===== config.mk =====
export PLATFORM = sky130hd
export DESIGN_NAME = projectile_scheduler_flat
export DESIGN_NICKNAME = d
export VERILOG_FILES = /design/src/rtl/proj_pkg.sv /design/src/rtl/projectile_scheduler_if.sv /design/src/rtl/rr_arbiter2.sv /design/src/rtl/projectile_scheduler.sv /design/src/flat_wrapper.sv
export SDC_FILE = /design/constraint.sdc
export NUM_CORES = 1
export LEC_CHECK = 0
export ABC_AREA = 1
export CAP_MARGIN = 20
export CORE_ASPECT_RATIO = 0.6
export CORE_UTILIZATION = 40
export DETAILED_ROUTE_END_ITERATION = 8
export PLACE_DENSITY_LB_ADDON = 0.2
export SLEW_MARGIN = 5
export SYNTH_ARGS = -nofsm -noshare
export SYNTH_HDL_FRONTEND = slang
export SYNTH_HIERARCHICAL = 1
export SYNTH_SLANG_ARGS = --single-unit

===== constraint.sdc =====
create_clock -name vga_clk -period 7.2 [get_ports vga_clk]
set_input_delay 2.16 -clock vga_clk [delete_from_list [all_inputs] [get_ports vga_clk]]
set_output_delay 2.16 -clock vga_clk [all_outputs]
set_load 0.005 [all_outputs]

===== src/rtl/proj_pkg.sv =====
// Shared types and screen bounds for the projectile slot table and its renderer.
package proj_pkg;

  localparam logic [9:0] SCREEN_X_MAX = 10'd639;
  localparam logic [9:0] SCREEN_Y_MAX = 10'd479;

  localparam logic DIR_POS = 1'b0;
  localparam logic DIR_NEG = 1'b1;

  typedef struct packed {
    logic       active;
    logic       dir;
    logic [9:0] x;
    logic [9:0] y;
  } proj_slot_t;

  typedef enum logic [1:0] {
    IDLE   = 2'd0,
    UPDATE = 2'd1,
    DONE   = 2'd2
  } sched_state_t;

endpackage


===== src/rtl/projectile_scheduler_if.sv =====
// Fire request/acknowledge bundle between the two turrets and the scheduler.
// Handshake: req rises and holds until ack; ack is a one-cycle pulse; req must fall
// the cycle after ack, and a req still high two cycles after ack is a fresh request.
interface projectile_scheduler_if;
  logic fire_l_req;
  logic fire_r_req;
  logic fire_l_ack;
  logic fire_r_ack;

  modport master (output fire_l_req, fire_r_req, input fire_l_ack, fire_r_ack);
  modport slave  (input fire_l_req, fire_r_req, output fire_l_ack, fire_r_ack);
endinterface


===== src/rtl/rr_arbiter2.sv =====
// Two-requester round-robin arbiter; bit 0 = left, bit 1 = right.
module rr_arbiter2 (
  input  logic       clk,
  input  logic       rst,
  input  logic [1:0] req,
  input  logic       advance,
  output logic [1:0] gnt
);

  logic ptr_q;
  logic ptr_d;

  // The pointer only moves on contention, so a lone requester never steals priority.
  always_comb begin
    if (req == 2'b11) gnt = ptr_q ? 2'b10 : 2'b01;
    else              gnt = req;
    ptr_d = ptr_q;
    if (advance && (req == 2'b11)) ptr_d = ~ptr_q;
  end

  always_ff @(posedge clk) begin
    if (rst) ptr_q <= 1'b0;
    else     ptr_q <= ptr_d;
  end

endmodule


===== src/rtl/projectile_scheduler.sv =====
// Projectile slot table: allocates slots to turret fire requests and advances
// every live projectile once per frame, reporting edge retirements as hits.
module projectile_scheduler import proj_pkg::*; #(
  parameter int NUM_SLOTS = 4,
  parameter int STEP      = 1,
  parameter int PROJ_W    = 40,
  parameter int X_MIN     = 10,
  parameter int X_MAX     = int'(SCREEN_X_MAX),
  parameter int L_X       = 90,
  parameter int L_Y       = 52,
  parameter int R_X       = 510,
  parameter int R_Y       = 425
) (
  input  logic                      vga_clk,
  input  logic                      Reset,
  input  logic                      frame_clk,
  projectile_scheduler_if.slave     fire,
  output logic [NUM_SLOTS-1:0]      slot_active,
  output logic [NUM_SLOTS-1:0]      slot_dir,
  output logic [NUM_SLOTS*10-1:0]   slot_x,
  output logic [NUM_SLOTS*10-1:0]   slot_y,
  output logic                      hit_l,
  output logic                      hit_r,
  output logic                      busy,
  output sched_state_t              state_dbg
);

  localparam int IDX_W = $clog2(NUM_SLOTS);
  localparam logic [IDX_W-1:0] LAST_IDX = IDX_W'(NUM_SLOTS - 1);

  sched_state_t     state_q, state_d;
  logic [IDX_W-1:0] idx_q, idx_d;
  logic             pend_q, pend_d;
  logic             run_pend_q, run_pend_d;
  logic             frame_prev_q, frame_prev_d;
  logic             ack_l_q, ack_l_d, ack_r_q, ack_r_d;
  proj_slot_t       slots_q [NUM_SLOTS];
  proj_slot_t       slots_d [NUM_SLOTS];

  logic             tick, any_free, grant_ok, hit_l_c, hit_r_c;
  logic [IDX_W-1:0] free_idx;
  logic [1:0]       arb_req, gnt;

  assign frame_prev_d = frame_clk;
  assign tick         = frame_clk & ~frame_prev_q;

  always_comb begin
    any_free = 1'b0;
    free_idx = '0;
    for (int i = NUM_SLOTS - 1; i >= 0; i--) begin
      if (!slots_q[i].active) begin
        any_free = 1'b1;
        free_idx = IDX_W'(i);
      end
    end
  end

  // A side whose ack is on the wire this cycle is masked so its still-high req is not re-granted.
  assign arb_req  = {fire.fire_r_req & ~ack_r_q, fire.fire_l_req & ~ack_l_q};
  assign grant_ok = (state_q == IDLE) && any_free;

  rr_arbiter2 u_arb (
    .clk     (vga_clk),
    .rst     (Reset),
    .req     (arb_req),
    .advance (grant_ok),
    .gnt     (gnt)
  );

  always_comb begin
    state_d    = state_q;
    idx_d      = idx_q;
    pend_d     = pend_q;
    run_pend_d = run_pend_q;
    slots_d    = slots_q;
    ack_l_d    = 1'b0;
    ack_r_d    = 1'b0;
    hit_l_c    = 1'b0;
    hit_r_c    = 1'b0;
    unique case (state_q)
      IDLE: begin
        if (grant_ok && gnt[0]) begin
          slots_d[free_idx] = '{active: 1'b1, dir: DIR_POS, x: 10'(L_X), y: 10'(L_Y)};
          ack_l_d = 1'b1;
        end else if (grant_ok && gnt[1]) begin
          slots_d[free_idx] = '{active: 1'b1, dir: DIR_NEG, x: 10'(R_X), y: 10'(R_Y)};
          ack_r_d = 1'b1;
        end
        if (tick || pend_q) begin
          state_d    = UPDATE;
          idx_d      = '0;
          run_pend_d = pend_q;
        end
      end
      UPDATE: begin
        pend_d = pend_q | tick;
        if (slots_q[idx_q].active) begin
          if (slots_q[idx_q].dir == DIR_POS) begin
            if (({1'b0, slots_q[idx_q].x} + 11'(STEP) + 11'(PROJ_W)) > 11'(X_MAX)) begin
              slots_d[idx_q].active = 1'b0;
              hit_r_c = 1'b1;
            end else begin
              slots_d[idx_q].x = slots_q[idx_q].x + 10'(STEP);
            end
          end else begin
            if ({1'b0, slots_q[idx_q].x} < 11'(X_MIN + STEP)) begin
              slots_d[idx_q].active = 1'b0;
              hit_l_c = 1'b1;
            end else begin
              slots_d[idx_q].x = slots_q[idx_q].x - 10'(STEP);
            end
          end
        end
        if (idx_q == LAST_IDX) state_d = DONE;
        else                   idx_d   = idx_q + IDX_W'(1);
      end
      DONE: begin
        // A pass launched from pend consumes it; otherwise a pend raised during this pass survives.
        pend_d     = run_pend_q ? 1'b0 : (pend_q | tick);
        run_pend_d = 1'b0;
        state_d    = IDLE;
      end
      default: state_d = IDLE;
    endcase
  end

  always_ff @(posedge vga_clk) begin
    if (Reset) begin
      state_q      <= IDLE;
      idx_q        <= '0;
      pend_q       <= 1'b0;
      run_pend_q   <= 1'b0;
      frame_prev_q <= 1'b0;
      ack_l_q      <= 1'b0;
      ack_r_q      <= 1'b0;
      for (int i = 0; i < NUM_SLOTS; i++) slots_q[i] <= '0;
    end else begin
      state_q      <= state_d;
      idx_q        <= idx_d;
      pend_q       <= pend_d;
      run_pend_q   <= run_pend_d;
      frame_prev_q <= frame_prev_d;
      ack_l_q      <= ack_l_d;
      ack_r_q      <= ack_r_d;
      for (int i = 0; i < NUM_SLOTS; i++) slots_q[i] <= slots_d[i];
    end
  end

  always_comb begin
    slot_active = '0;
    slot_dir    = '0;
    slot_x      = '0;
    slot_y      = '0;
    for (int i = 0; i < NUM_SLOTS; i++) begin
      slot_active[i]      = slots_q[i].active;
      slot_dir[i]         = slots_q[i].dir;
      slot_x[10*i +: 10]  = slots_q[i].x;
      slot_y[10*i +: 10]  = slots_q[i].y;
    end
  end

  assign fire.fire_l_ack = ack_l_q;
  assign fire.fire_r_ack = ack_r_q;
  assign hit_l     = hit_l_c & ~Reset;
  assign hit_r     = hit_r_c & ~Reset;
  assign busy      = (state_q != IDLE);
  assign state_dbg = state_q;

endmodule


===== src/flat_wrapper.sv =====
// flat-port wrapper written by rule: the top's interface ports become plain ports
module projectile_scheduler_flat import proj_pkg::*;
#(
  parameter int NUM_SLOTS = 4,
  parameter int STEP      = 1,
  parameter int PROJ_W    = 40,
  parameter int X_MIN     = 10,
  parameter int X_MAX     = int'(SCREEN_X_MAX),
  parameter int L_X       = 90,
  parameter int L_Y       = 52,
  parameter int R_X       = 510,
  parameter int R_Y       = 425
)
  (vga_clk, Reset, frame_clk, slot_active, slot_dir, slot_x, slot_y, hit_l, hit_r, busy, state_dbg, fire_fire_l_req, fire_fire_r_req, fire_fire_l_ack, fire_fire_r_ack);
  projectile_scheduler_if fire_i ();
  input  logic vga_clk;
  input  logic Reset;
  input  logic frame_clk;
  output logic [NUM_SLOTS-1:0] slot_active;
  output logic [NUM_SLOTS-1:0] slot_dir;
  output logic [NUM_SLOTS*10-1:0] slot_x;
  output logic [NUM_SLOTS*10-1:0] slot_y;
  output logic hit_l;
  output logic hit_r;
  output logic busy;
  output sched_state_t state_dbg;
  input wire logic [$bits(fire_i.fire_l_req)-1:0] fire_fire_l_req;
  input wire logic [$bits(fire_i.fire_r_req)-1:0] fire_fire_r_req;
  output wire logic [$bits(fire_i.fire_l_ack)-1:0] fire_fire_l_ack;
  output wire logic [$bits(fire_i.fire_r_ack)-1:0] fire_fire_r_ack;
  assign fire_i.fire_l_req = fire_fire_l_req;
  assign fire_i.fire_r_req = fire_fire_r_req;
  assign fire_fire_l_ack = fire_i.fire_l_ack;
  assign fire_fire_r_ack = fire_i.fire_r_ack;
  projectile_scheduler #(.NUM_SLOTS(NUM_SLOTS), .STEP(STEP), .PROJ_W(PROJ_W), .X_MIN(X_MIN), .X_MAX(X_MAX), .L_X(L_X), .L_Y(L_Y), .R_X(R_X), .R_Y(R_Y)) u_core (.vga_clk(vga_clk), .Reset(Reset), .frame_clk(frame_clk), .fire(fire_i), .slot_active(slot_active), .slot_dir(slot_dir), .slot_x(slot_x), .slot_y(slot_y), .hit_l(hit_l), .hit_r(hit_r), .busy(busy), .state_dbg(state_dbg));
endmodule

==> impl_metrics.toml <==
[logic_synthesis]
syn_area_per_cell_um2 = 6.28
synth_mux_area_share_pct = 0
synth_simple_gate_area_share_pct = 39.8
yosys_warnings = 6
syn_inst = 956
ys_types = 40
synth_nets = 971
synth_top_family_by_area = "simple AND/OR/NAND/NOR gates"
synth_top_cell_area_share_pct = 32.7
synth-seq-cells = 98
syn_area_mm2 = 0.00601
ys_top_cells_by_count = "nand2_1, nor2_1, inv_1, dfxtp_1, a21oi_1"
synth_seq_area_share_pct = 32.7
synth_compound_area_share_pct = 11.4
synth-edff-count = 0
synth-xor-area-share_pct = 1.31
synthAdderAreaFrac_pct = 2.08
synth_ff_type = "dfxtp_1"
yosysMostFrequentCell = "nand2_1"
async_reset_ff_share_pct = 0
ys_top_cells_by_area = "dfxtp_1, nand2_1, nor2_1"
netlist.top_cell.by_area = "dfxtp_1"

[worst_setup_path]
end_kind = "output port"
arrival_ns = 4.05
required_ns = 5.04
critPathMaxFanout = 22
crit_end = "hit_r"
crit_type = "reg2out"
cp-start-kind = "register"
rr_worst_depth = 16
reg2reg_slack_ns = 3.22
critPathLaunch = "u_core/idx_q[1]$_SDFFE_PP0P_"
timing.rr.start = "u_core/idx_q[1]$_SDFFE_PP0P_"

[die]
fp.dieW_um = 160
start_util_pct = 41.2
rows = 34
core_area_mm2 = 0.0146
die_h_um = 96.9
die_area_mm2 = 0.0155
ioPinCount = 100

[power]
p_per_area_mw_per_mm2 = 500
irDropWorstVdd_mv = 0.203
p_seq_share_pct = 21.4
switching_share_pct = 54.3
p_sw_mw = 2.01
clkPwrFrac_pct = 14.0
total_power_mw = 3.70
p_comb_share_pct = 64.6
p_int_mw = 1.69
p_leak_nw = 3.36

[drt]
drc = 0
ant_nets = 0
dr.pass1.iters = 7
drt-total-wl_um = 20800
first_iter_violations = 740
vias = 6502
wl_per_cell_um = 16.7
via_per_inst = 5.24

[clock_network]
clock-sinks = 98
cts_resized = 0
cts_inserted_buffers = 9
clkLatencyLatePin_ns = 0.35
clock_path_buffers = 2
cts_tree = "done"
root_buffer = "clkbuf_16"
cts_hold_buf = 0
post-cts-setup-buffers = 0
clk_pin_slew_worst_paths_ns = 0.07
htreeDepth = 3

[cells_and_area]
antenna_cells = 0
fin_nets = 1053
fill_cells = 1548
multiInputGateArea_mm2 = 0.00328
drive_gt1_share_pct = 7.48
register_area_mm2 = 0.00196
areaGrowthSynthToFinish_pct = 23.2

[global_routing]
grt_remaining_overflow = 0
grt_start_max_net_pins = 62
grt_pass1_vias = 5674
grt_pass1_wl_um = 32200
antenna_found_initial = 1
track_usage_pct = 26.9

[placed_design]
place_hpwl_um = 15700
pre_cts_slack_ns = 1.43
port_buffers = 99
gp_congestion = 1.05

[sta]
setup_viol = 0
period_share_pct = 86.3
finalWorstSetupSlack_ns = 0.990
clock.fmax_ghz = 0.161
skew_ns = 0.00812
finalSetupTns_ns = 0
hold_viol_final = 0
fin_crit_ns = 6.21
relSlewSlack_pct = 44.5
holdWs_ns = 0.447
rsz0062_at_grt = "false"
finalMaxSlewViolations = 0
tightest_slew_ns = 0.831

[run_status]
outcome = "completed"

[job]
cap_violations = 0

[worst_hold_path]
hold_class = "reg2reg"
power by group through the flow:
stage	sequential (mW)	clock (mW)	combinational [mW]
2_1_floorplan	0.775	0	1.57
4_1_cts	0.791	0.530	2.30
3_3_place_gp	0.803	0	2.31
6_report	0.792	0.518	2.39
5_1_grt	0.811	0.554	2.59
3_5_place_dp	0.803	0	2.28
per-layer routing:
metal / wire length (µm) / global-route usage [%]
met3: 3160 / 12.8
met5: 13 / 0
met4: 123 / 3.08
met2: 7320 / 32.5
met1: 10200 / 41.9
through the flow:
| step | std cells | utilization, % | area [µm²] |
|---|---|---|---|
| after floorplan | 956 | - | 6010 |
| after global placement | 1225 | 48.6 | 7080 |
| after detailed placement | 1225 | 48.6 | 7080 |
| after CTS | 1241 | 50.7 | 7400 |
| after global routing | 1241 | 50.7 | 7400 |
| final | 1241 | 50.7 | 7400 |
cells by family after synthesis:
| logic type | Yosys count |
|---|---|
| and+or+nand+nor | 526 |
| AOI/OAI and AO/OA | 129 |
| xor gates and xnor gates | 9 |
| adders and majority gates | 10 |
| DFF | 98 |
| buffers and inverters | 184 |
cells in the final DEF (no fill, tap or decap), types with 3 or more instances in the layout:
master           count
nor3_1               4
nand3_1             57
ha_1                10
nand2_4              6
buf_4                5
nand4_2              5
nand3_2             10
o21ai_0             33
nand2_1            261
nor2_1             136
clkdlybuf4s50_1     99
o21a_1               5
inv_1              134
o21ai_1              9
clkbuf_16            9
nor2_2               5
inv_8                3
xor2_1               9
inv_2               12
nand4_1             21
nor3_2               3
nand2_2              8
dfxtp_1             98
a21oi_1             71
clkinv_1             5
worst min-delay path by stage:
stage | start | endpoint | slack, ns | cells past startpoint
6_report | u_core/slot_y[28]$_SDFFE_PP0P_ | u_core/slot_y[28]$_SDFFE_PP0P_ | 0.45 | 2
5_1_grt | u_core/slot_y[7]$_SDFFE_PP0P_ | u_core/slot_y[7]$_SDFFE_PP0P_ | 0.47 | 2
4_1_cts | u_core/slot_y[22]$_SDFFE_PP0P_ | u_core/slot_y[22]$_SDFFE_PP0P_ | 0.45 | 2
3_5_place_dp | u_core/slot_y[0]$_SDFFE_PP0P_ | u_core/slot_y[0]$_SDFFE_PP0P_ | 0.44 | 2
3_3_place_gp | u_core/slot_y[7]$_SDFFE_PP0P_ | u_core/slot_y[7]$_SDFFE_PP0P_ | 0.43 | 2
2_1_floorplan | u_core/slot_y[1]$_SDFFE_PP0P_ | u_core/slot_y[1]$_SDFFE_PP0P_ | 0.44 | 2
worst max-delay path, stage by stage, from the launching register on:
cell and delay (ns):
dfxtp_1 0.86, inv_2 0.35, nand2_1 0.17, nand2_2 0.16
inv_1 0.18, ha_1 0.25, inv_1 0.09, nor3_1 0.22
nand4_1 0.15, nand3_2 0.12, nand2_4 0.17, nand2_4 0.14
nand2_8 0.13, nor2_1 0.17, clkdlybuf4s50_1 0.53
final cells by class:
class / count / share of cell area (%)
tap: 198 / 3.35
sequential: 98 / 26.5
clock buffer: 9 / 3.04
timing repair buffer: 104 / 13.9
clock inverter: 7 / 1.28
inverter: 151 / 7.65
multi-input combinational: 674 / 44.3
No activity file was read; power rests on OpenSTA's default activity.
